===== config.mk =====
export PLATFORM = sky130hd
export DESIGN_NAME = muldiv_unit
export DESIGN_NICKNAME = d
export VERILOG_FILES = /design/src/rtl/cpu_pkg.sv /design/src/rtl/muldiv_core.sv /design/src/rtl/muldiv_unit.sv
export SDC_FILE = /design/constraint.sdc
export NUM_CORES = 1
export LEC_CHECK = 0
export ABC_AREA = 1
export CORE_ASPECT_RATIO = 1.5
export CORE_MARGIN = 2
export CORE_UTILIZATION = 50
export DETAILED_ROUTE_END_ITERATION = 16
export PLACE_DENSITY = 0.69
export SETUP_SLACK_MARGIN = 0.2
export SLEW_MARGIN = 20
export SYNTH_ARGS = -nofsm -noshare
export SYNTH_HDL_FRONTEND = slang
export SYNTH_SLANG_ARGS = --single-unit

===== constraint.sdc =====
create_clock -name clk -period 6.3 [get_ports clk]
set_clock_uncertainty 0.2 [all_clocks]
set_input_delay 0.945 -clock clk [delete_from_list [all_inputs] [get_ports clk]]
set_output_delay 0.945 -clock clk [all_outputs]
set_load 0.05 [all_outputs]

===== src/rtl/cpu_pkg.sv =====
// ============================================================================
// Module : cpu_pkg
// Brief  : RV32M funct3 codes, mul/div FSM state encoding and operand-sign helpers.
// Rev    : 1.0
// ============================================================================
`default_nettype none

package cpu_pkg;

   localparam logic [2:0] MD_MUL    = 3'b000;
   localparam logic [2:0] MD_MULH   = 3'b001;
   localparam logic [2:0] MD_MULHSU = 3'b010;
   localparam logic [2:0] MD_MULHU  = 3'b011;
   localparam logic [2:0] MD_DIV    = 3'b100;
   localparam logic [2:0] MD_DIVU   = 3'b101;
   localparam logic [2:0] MD_REM    = 3'b110;
   localparam logic [2:0] MD_REMU   = 3'b111;

   typedef enum logic [1:0] {
      IDLE = 2'd0,
      CALC = 2'd1,
      FIX  = 2'd2,
      DONE = 2'd3
   } md_state_e;

   function automatic logic md_a_signed(input logic [2:0] op);
      return (op == MD_MULH) || (op == MD_MULHSU) || (op == MD_DIV) || (op == MD_REM);
   endfunction

   function automatic logic md_b_signed(input logic [2:0] op);
      return (op == MD_MULH) || (op == MD_DIV) || (op == MD_REM);
   endfunction

   // funct3 bit 2 separates the divide group from the multiply group
   function automatic logic md_is_div(input logic [2:0] op);
      return op[2];
   endfunction

endpackage

`default_nettype wire


===== src/rtl/muldiv_core.sv =====
// ============================================================================
// Module : muldiv_core
// Brief  : Unsigned shift-add multiply / restoring divide, one bit per step.
// Rev    : 1.0
// ============================================================================
`default_nettype none

module muldiv_core #(
   parameter int XLEN = 32
) (
   input  logic            clk,
   input  logic            rst,
   input  logic            flush,
   input  logic            load,
   input  logic            step,
   input  logic            is_div,
   input  logic [XLEN-1:0] a_mag,
   input  logic [XLEN-1:0] b_mag,
   output logic            last,
   output logic [XLEN-1:0] acc_hi,
   output logic [XLEN-1:0] acc_lo
);

   localparam int CW = $clog2(XLEN) + 1;

   // Shared accumulator: product {hi,lo} for multiply, {remainder,quotient} for divide
   logic [2*XLEN-1:0] acc_q, acc_d;
   logic [XLEN-1:0]   opb_q, opb_d;
   logic              div_q, div_d;
   logic [CW-1:0]     cnt_q, cnt_d;

   logic [XLEN:0]     mul_sum;
   logic [XLEN:0]     div_shift;
   logic [XLEN:0]     div_diff;
   logic              div_ge;

   always_comb begin
      mul_sum   = {1'b0, acc_q[2*XLEN-1:XLEN]} + (acc_q[0] ? {1'b0, opb_q} : '0);
      div_shift = {acc_q[2*XLEN-1:XLEN], acc_q[XLEN-1]};
      div_diff  = div_shift - {1'b0, opb_q};
      div_ge    = (div_shift >= {1'b0, opb_q});

      acc_d = acc_q;
      opb_d = opb_q;
      div_d = div_q;
      cnt_d = cnt_q;

      if (flush) begin
         cnt_d = '0;
      end else if (load) begin
         acc_d = {{XLEN{1'b0}}, a_mag};
         opb_d = b_mag;
         div_d = is_div;
         cnt_d = CW'(XLEN);
      end else if (step && (cnt_q != '0)) begin
         if (div_q) begin
            acc_d = {(div_ge ? div_diff[XLEN-1:0] : div_shift[XLEN-1:0]),
                     acc_q[XLEN-2:0], div_ge};
         end else begin
            acc_d = {mul_sum, acc_q[XLEN-1:1]};
         end
         cnt_d = cnt_q - CW'(1);
      end
   end

   always_ff @(posedge clk or posedge rst) begin
      if (rst) begin
         acc_q <= '0;
         opb_q <= '0;
         div_q <= 1'b0;
         cnt_q <= '0;
      end else begin
         acc_q <= acc_d;
         opb_q <= opb_d;
         div_q <= div_d;
         cnt_q <= cnt_d;
      end
   end

   assign last   = (cnt_q == CW'(1));
   assign acc_hi = acc_q[2*XLEN-1:XLEN];
   assign acc_lo = acc_q[XLEN-1:0];

endmodule

`default_nettype wire


===== src/rtl/muldiv_unit.sv =====
// ============================================================================
// Module : muldiv_unit
// Brief  : Iterative RV32M multiply/divide with valid/ready request and response.
// Rev    : 1.0
// ============================================================================
`default_nettype none

module muldiv_unit
   import cpu_pkg::*;
#(
   parameter int XLEN = 32
) (
   input  logic            clk,
   input  logic            rst,
   input  logic            flush,
   input  logic            req_valid,
   output logic            req_ready,
   input  logic [2:0]      req_op,
   input  logic [XLEN-1:0] req_a,
   input  logic [XLEN-1:0] req_b,
   output logic            resp_valid,
   input  logic            resp_ready,
   output logic [XLEN-1:0] resp_result,
   output logic            busy
);

   localparam logic [XLEN-1:0] INT_MIN = {1'b1, {(XLEN-1){1'b0}}};

   md_state_e       state_q, state_d;
   logic [2:0]      op_q, op_d;
   logic            a_neg_q, a_neg_d;
   logic            b_neg_q, b_neg_d;
   logic [XLEN-1:0] result_q, result_d;

   logic            core_load, core_step, core_last;
   logic [XLEN-1:0] core_hi, core_lo;

   logic            a_neg_in, b_neg_in;
   logic [XLEN-1:0] a_mag, b_mag;
   logic            div_zero, div_ovf;
   logic [2*XLEN-1:0] prod_fix;
   logic [XLEN-1:0] quot_fix, rem_fix;

   always_comb begin
      a_neg_in = md_a_signed(req_op) & req_a[XLEN-1];
      b_neg_in = md_b_signed(req_op) & req_b[XLEN-1];
      a_mag    = a_neg_in ? -req_a : req_a;
      b_mag    = b_neg_in ? -req_b : req_b;
      div_zero = md_is_div(req_op) && (req_b == '0);
      div_ovf  = ((req_op == MD_DIV) || (req_op == MD_REM)) &&
                 (req_a == INT_MIN) && (req_b == '1);

      prod_fix = (a_neg_q ^ b_neg_q) ? -{core_hi, core_lo} : {core_hi, core_lo};
      quot_fix = (a_neg_q ^ b_neg_q) ? -core_lo : core_lo;
      rem_fix  = a_neg_q ? -core_hi : core_hi;
   end

   assign req_ready = (state_q == IDLE) && !flush;

   always_comb begin
      state_d   = state_q;
      op_d      = op_q;
      a_neg_d   = a_neg_q;
      b_neg_d   = b_neg_q;
      result_d  = result_q;
      core_load = 1'b0;
      core_step = 1'b0;

      case (state_q)
         IDLE: begin
            if (req_valid && req_ready) begin
               op_d    = req_op;
               a_neg_d = a_neg_in;
               b_neg_d = b_neg_in;
               if (div_zero) begin
                  result_d = req_op[1] ? req_a : '1;
                  state_d  = DONE;
               end else if (div_ovf) begin
                  result_d = req_op[1] ? '0 : INT_MIN;
                  state_d  = DONE;
               end else begin
                  core_load = 1'b1;
                  state_d   = CALC;
               end
            end
         end
         CALC: begin
            core_step = 1'b1;
            if (core_last) state_d = FIX;
         end
         FIX: begin
            if (md_is_div(op_q)) begin
               result_d = op_q[1] ? rem_fix : quot_fix;
            end else begin
               result_d = (op_q == MD_MUL) ? prod_fix[XLEN-1:0] : prod_fix[2*XLEN-1:XLEN];
            end
            state_d = DONE;
         end
         DONE: begin
            if (resp_ready) state_d = IDLE;
         end
         default: state_d = IDLE;
      endcase

      // Abort wins over everything, including a same-cycle response handshake
      if (flush) state_d = IDLE;
   end

   always_ff @(posedge clk or posedge rst) begin
      if (rst) begin
         state_q  <= IDLE;
         op_q     <= MD_MUL;
         a_neg_q  <= 1'b0;
         b_neg_q  <= 1'b0;
         result_q <= '0;
      end else begin
         state_q  <= state_d;
         op_q     <= op_d;
         a_neg_q  <= a_neg_d;
         b_neg_q  <= b_neg_d;
         result_q <= result_d;
      end
   end

   muldiv_core #(
      .XLEN (XLEN)
   ) u_core (
      .clk    (clk),
      .rst    (rst),
      .flush  (flush),
      .load   (core_load),
      .step   (core_step),
      .is_div (md_is_div(req_op)),
      .a_mag  (a_mag),
      .b_mag  (b_mag),
      .last   (core_last),
      .acc_hi (core_hi),
      .acc_lo (core_lo)
   );

   assign resp_valid  = (state_q == DONE);
   assign resp_result = result_q;
   assign busy        = (state_q != IDLE);

endmodule

`default_nettype wire


# After elaboration in Yosys (flattened, before gate mapping)
# Cells that the tools add are included.
# totals
regBits,142
inputBits,72
# op_classes
addsub,8
magnitude_cmp,1
eq_ne,15
n_mux,34
bitwise,4
reduce_logical,26
# ops
op,n
$mux W32,14
$mux W64,4
$neg A32 Y32,4
$eq A32 B32 Y1 const B,2
$neg A64 Y64,1
$pmux W32 S2,1
$add A32 B32 Y33,1
$ge A33 B32 Y1,1
$logic_not A32 Y1,1
$sub A32 B32 Y32,1
$mux W6,3
$mux W2,6
$pmux W2 S4,1
$eq A3 B3 Y1 const B,2
$eq A6 B1 Y1 const B,1
$logic_and A1 B1 Y1,6
$logic_or A1 B1 Y1,6
$ne A3 B2 Y1 const B,2
$ne A3 B3 Y1 const B,2
$reduce_and A2 Y1,3
$reduce_and A3 Y1,2
$reduce_bool A2 Y1,3
$reduce_bool A6 Y1,1
$sub A6 B1 Y6 const B,1
13 further kinds,19

# Logic depth before layout (Yosys ltp)
# logic_depth
depth_word,10
depth_mapped,21
mapped_depth_nobuf,19

# Hierarchy
# From an unflattened synthesis, not the netlist that was laid out.
# unflattened
cells_unflattened,3288
hier_area_um2,18280.0
# modules_own_cells
mod,instances,cells_each,area_per_inst_um2
muldiv_core,1,1720,10343.7
muldiv_unit,1,1568,7936.4

# Worst setup path after synthesis
# No wires, ideal clock.
# synth_path
path_kind,register to register
from,register state_q[0]
to,register u_core.acc_q[20]
setup_time_ps,66
t_arrival_ps,2654
slack_ps,3381
stages_incl_launch_ff,14
cell_sequence,dfrtp_1 > inv_1 > ha_1 > inv_1 > nor2_1 > nand2_1 > inv_1 > nand3_2 > nand2_1 > nand2_2 > inv_2 > clkbuf_1 > o211ai_1 > nand2_1
# synth_via
elab_chain_len,7
word_cells_on_any_way,11
# synth_rtl
item,line,text
"start, declared",muldiv_unit.sv:29,"md_state_e state_q, state_d;"
"start signal, assigned",muldiv_unit.sv:117,state_q <= state_d;
$logic_not A2 Y1 (*),muldiv_unit.sv:58,assign req_ready = (state_q == IDLE) && !flush;
$logic_and A1 B1 Y1 (*),muldiv_unit.sv:58,
named net req_ready,muldiv_unit.sv:17,"output logic req_ready,"
$logic_and A1 B1 Y1 (*),muldiv_unit.sv:71,if (req_valid && req_ready) begin
$mux W1 (*),muldiv_unit.sv:71,
$mux W1 (*),muldiv_unit.sv:69,case (state_q)
$reduce_bool A2 Y1 (no source line),-,
$reduce_and A2 Y1 (no source line),-,
"end signal, assigned",muldiv_core.sv:68,acc_q <= '0;
"end signal, assigned",muldiv_core.sv:73,acc_q <= acc_d;
"end, declared",muldiv_core.sv:27,"logic [2*XLEN-1:0] acc_q, acc_d;"
# The timed path passes the listed nets; every way through them passes the cells marked *.
# A chain may end at the register's enable or synchronous reset.

# Final worst setup path
# layout_path
from,input port req_a[0]
to,register u_core.acc_q[20]
# layout_via
elab_chain_len,9
word_cells_on_any_way,12
# layout_rtl
item,line,text
"start, declared",muldiv_unit.sv:19,"input logic [XLEN-1:0] req_a,"
$eq A32 B32 Y1,muldiv_unit.sv:51,(req_a == INT_MIN) && (req_b == '1);
$logic_and A1 B1 Y1,muldiv_unit.sv:50,div_ovf = ((req_op == MD_DIV) || (req_op == MD_REM)) &&
$logic_and A1 B1 Y1,muldiv_unit.sv:51,
$mux W1,muldiv_unit.sv:78,end else if (div_ovf) begin
$mux W1,muldiv_unit.sv:75,if (div_zero) begin
$mux W1,muldiv_unit.sv:71,
$mux W1,muldiv_unit.sv:69,
$reduce_bool A2 Y1 (no source line),-,
$reduce_and A2 Y1 (no source line),-,
# Parallel ways exist; a longest one is shown, timed or not.

==> results.toml <==
[grt]
grt_use_total = 0.431
wire_length_of_the_first_global_routing_pass_um = 123000
largest_net_degree_at_the_start_of_global_routing = 73
via_count_of_the_first_global_routing_pass = 21600
initial_antenna_violation_count = 0
grt.overflow.total = 0

[floorplanning]
floorplan.core_area_um2 = 35700
die_width_um = 159
initial_utilization = 0.506
design.die.area_um2 = 37700
floorplan.io_pins = 107
die_y_um = 237
number_of_placement_rows = 85

[sta]
transition_time_of_the_tightest_slew_check_pin_ns = 1.03
finalSetupTns_ns = 0
max-slew-margin-rel = 0.311
max_freq_mhz = 206
min_period_ns = 4.86
setup-violations-final = 0
slew_violations = 0
setup_repair_after_global_routing_missed_its_margin = "false"
period_share = 0.772
finalHoldViolCount = 0

[logic_synthesis]
ys.flop_type = "sky130_fd_sc_hd__dfrtp_1"
synth_top_area_frac = 0.249
synth.cell_area_um2 = 18100
yosys.cell_count.top_type = "sky130_fd_sc_hd__nand2_1"
synth.top_cells.by_count = "1,200 x sky130_fd_sc_hd__nand2_1, 418 x sky130_fd_sc_hd__nor2_1, 416 x sky130_fd_sc_hd__inv_1"
dominant_cells_by_area_after_synthesis = "sky130_fd_sc_hd__nand2_1 25%, sky130_fd_sc_hd__dfrtp_1 20%, sky130_fd_sc_hd__nand3_1 9.9%, sky130_fd_sc_hd__nor2_1 8.7%, sky130_fd_sc_hd__inv_1 8.6%"
yosysWarnings = 0
synth-seq-area-share = 0.197
gate_count_post_synth = 3303
edff_count_synth = 0
postSynthAreaPerCell_um2 = 5.47
synth-async-reset-ratio = 1.00
post-synth-top-area-cell = "sky130_fd_sc_hd__nand2_1"
synth.ff_latch_count = 142
synth.net_count = 3453
ys_types = 41

[clocking]
cts-buffers-inserted = 17
tritoncts = "built"
post_cts_resized = 0
clk_root_buffer_cell = "sky130_fd_sc_hd__clkbuf_16"
cts.path.max_buffers = 2
clkSlewWorstSetupHoldPaths_ns = 0.07
ctsHtreeMaxLevel = 4
cts.repair_timing.setup_buffer_count = 0
holdBufCountCts = 0
cts.sinks = 142
worst_skew_late_latency_ns = 0.47

[finish]
drive_gt1_frac = 0.0289
syn2layout_area_growth_pct = 10.3
area_occupied_by_multi_input_gates_um2 = 12400
antenna_cells_inserted = 0
final.fill_count = 3763
design.final.nets = 3495
final-seq-area_um2 = 3550
final_core_utilization = 0.558

[placed_design]
detailedPlacementHpwl_um = 65600
gp_routability_congestion = 1.12
portBuffers = 106

[detailed_routing]
via_per_inst = 5.83
wirelength_um = 82200
drt.antenna.violating_nets = 0
drt_pass1_iterations = 8
dr_total_vias = 22400
drc = 0
first_iter_violations = 2188
routed_wire_length_per_instance_um = 21.4

[critical_path]
critical_path_arrival_ns = 5.01
crit_path_top_delay_cell = "sky130_fd_sc_hd__nand3_2"
worstPathMaxFanout = 34
worst_ep_required_time_ns = 6.45
crit_path_cell_trace = "clkdlybuf4s50_1, inv_1, ha_1, nand3_2, nor2_4, nand2_1, nor2_1, nand3_1, nand3_2, nand2_1, nand2_2, buf_4, inv_2, buf_4, o211ai_1, nand2_1"
cp_endpoint_kind = "flip-flop"
path_buf_inv = 5
max_stage_delay_ns = 0.56
timing.critical_path.from_type = "input pin"
worst-setup-path-type = "in2reg"
critical_path.top_delay_family = "simple AND/OR/NAND/NOR gates"
worst_path_most_repeated_cell = "sky130_fd_sc_hd__nand2_1"

[power_and_ir_drop]
peakVddDrop_mv = 0.267
power_density_nw_per_um2 = 584
p_leak_nw = 10.7

[hold_path]
worst_hold_path_type = "reg2reg"

[run_status]
status = "completed"

[job]
drv.max_cap_violation_count = 0
[metal layers]
metal / routed length [µm] / GRT usage / vias to the layer above / part of all wire
li1: - / - / 10500 / -
met1: 27400 / 0.428 / 10200 / 0.33
met5: 0 / 0 / - / 0
met3: 5580 / 0.0713 / 436 / 0.068
met4: 10000 / 0.436 / 0 / 0.12
met2: 39200 / 0.745 / 1221 / 0.48
[kinds of logic after synthesis]
family,count (synthesis),share of synthesized area
AO/OA/AOI/OAI,359,0.107
adder cells (fa/ha/maj),78,0.0548
AND/OR/NAND/NOR,2092,0.476
XOR/XNOR,95,0.0460
flip-flops,142,0.197
buffers and inverters,537,0.119
[cell type report]
type	count	area share
Timing Repair Buffer	131	0.0626
Sequential cell	142	0.178
Clock buffer	17	0.0213
Multi-Input combinational cell	2624	0.620
Clock inverter	15	0.00653
Tap cell	478	0.0300
Inverter	429	0.0810
[sequential cells by signal (all words and copies together), names as in the netlist]
signal,count
u_core.acc_q,64
resp_result,32
u_core.opb_q,32
u_core.cnt_q,6
op_q,3
state_q,2
a_neg_q,1
b_neg_q,1
u_core.div_q,1
[where the power goes]
group	total (mW)	leakage, nW	internal, mW	switching [mW]
sequential	1.96	1.86	1.29	0.672
combinational	8.68	8.53	2.53	6.15
clock	1.00	0.277	0.517	0.487
[path summary, 6_finish.rpt]
| kind | from | endpoint | slack (ns) | cells after the start |
|---|---|---|---|---|
| hold / removal | resp_result[18] | resp_result[18] | 0.28 | 2 |
| min in group asynchronous | rst | resp_result[4] | 0.57 | 2 |
| max in group asynchronous | rst | u_core.acc_q[52] | 4.06 | 3 |
| setup reg to reg | u_core.acc_q[59] | u_core.acc_q[49] | 2.16 | 13 |
| setup / recovery | req_a[0] | u_core.acc_q[20] | 1.44 | 16 |
| hold reg to reg | resp_result[18] | resp_result[18] | 0.28 | 2 |
[layout by cell type, fill, tap and decap left out, types with 2 or more instances in the layout]
master,instances
sky130_fd_sc_hd__a21o_1,2
sky130_fd_sc_hd__a21oi_1,110
sky130_fd_sc_hd__a31oi_1,4
sky130_fd_sc_hd__buf_4,25
sky130_fd_sc_hd__clkbuf_16,17
sky130_fd_sc_hd__clkdlybuf4s50_1,106
sky130_fd_sc_hd__clkinv_1,2
sky130_fd_sc_hd__clkinv_2,4
sky130_fd_sc_hd__dfrtp_1,141
sky130_fd_sc_hd__fa_1,2
sky130_fd_sc_hd__ha_1,76
sky130_fd_sc_hd__inv_1,413
sky130_fd_sc_hd__inv_2,13
sky130_fd_sc_hd__inv_6,6
sky130_fd_sc_hd__inv_8,3
sky130_fd_sc_hd__nand2_1,1200
sky130_fd_sc_hd__nand2_2,4
sky130_fd_sc_hd__nand3_1,357
sky130_fd_sc_hd__nand3_2,2
sky130_fd_sc_hd__nand3b_1,10
sky130_fd_sc_hd__nand4_1,48
sky130_fd_sc_hd__nor2_1,418
sky130_fd_sc_hd__nor2_2,8
sky130_fd_sc_hd__nor3_1,31
sky130_fd_sc_hd__nor4_1,2
sky130_fd_sc_hd__o211ai_1,38
sky130_fd_sc_hd__o21ai_0,153
sky130_fd_sc_hd__o21ai_1,37
sky130_fd_sc_hd__o21bai_1,9
sky130_fd_sc_hd__o22ai_1,2
sky130_fd_sc_hd__or2_2,7
sky130_fd_sc_hd__xnor2_1,24
sky130_fd_sc_hd__xor2_1,71
[worst reg2reg max path, cell delays in order (launching register included)]
cell,delay (ns)
sky130_fd_sc_hd__dfrtp_1,0.61
sky130_fd_sc_hd__ha_1,0.67
sky130_fd_sc_hd__nand2_1,0.16
sky130_fd_sc_hd__nor2_1,0.24
sky130_fd_sc_hd__nand2_1,0.13
sky130_fd_sc_hd__nor2_1,0.12
sky130_fd_sc_hd__nand2_1,0.34
sky130_fd_sc_hd__nand2_2,0.60
sky130_fd_sc_hd__buf_4,0.40
sky130_fd_sc_hd__inv_2,0.15
sky130_fd_sc_hd__nand2_1,0.09
sky130_fd_sc_hd__nand3_1,0.15
sky130_fd_sc_hd__nand2_1,0.11
sky130_fd_sc_hd__nand2_1,0.06
[stage by stage]
step	setup slack [ns]	total power, mW	instance area, µm²	hold WS (ns)	std cells
after floorplan	1.35	7.58	18100	0.254	3303
after global placement	1.22	10.3	19400	0.262	3804
after detailed placement	1.12	10.4	19400	0.265	3804
after CTS	1.60	11.4	19900	0.284	3836
after global routing	1.26	12.5	19900	0.299	3836
final	1.44	11.6	19900	0.281	3836
Power figures use the tool's default switching activity.
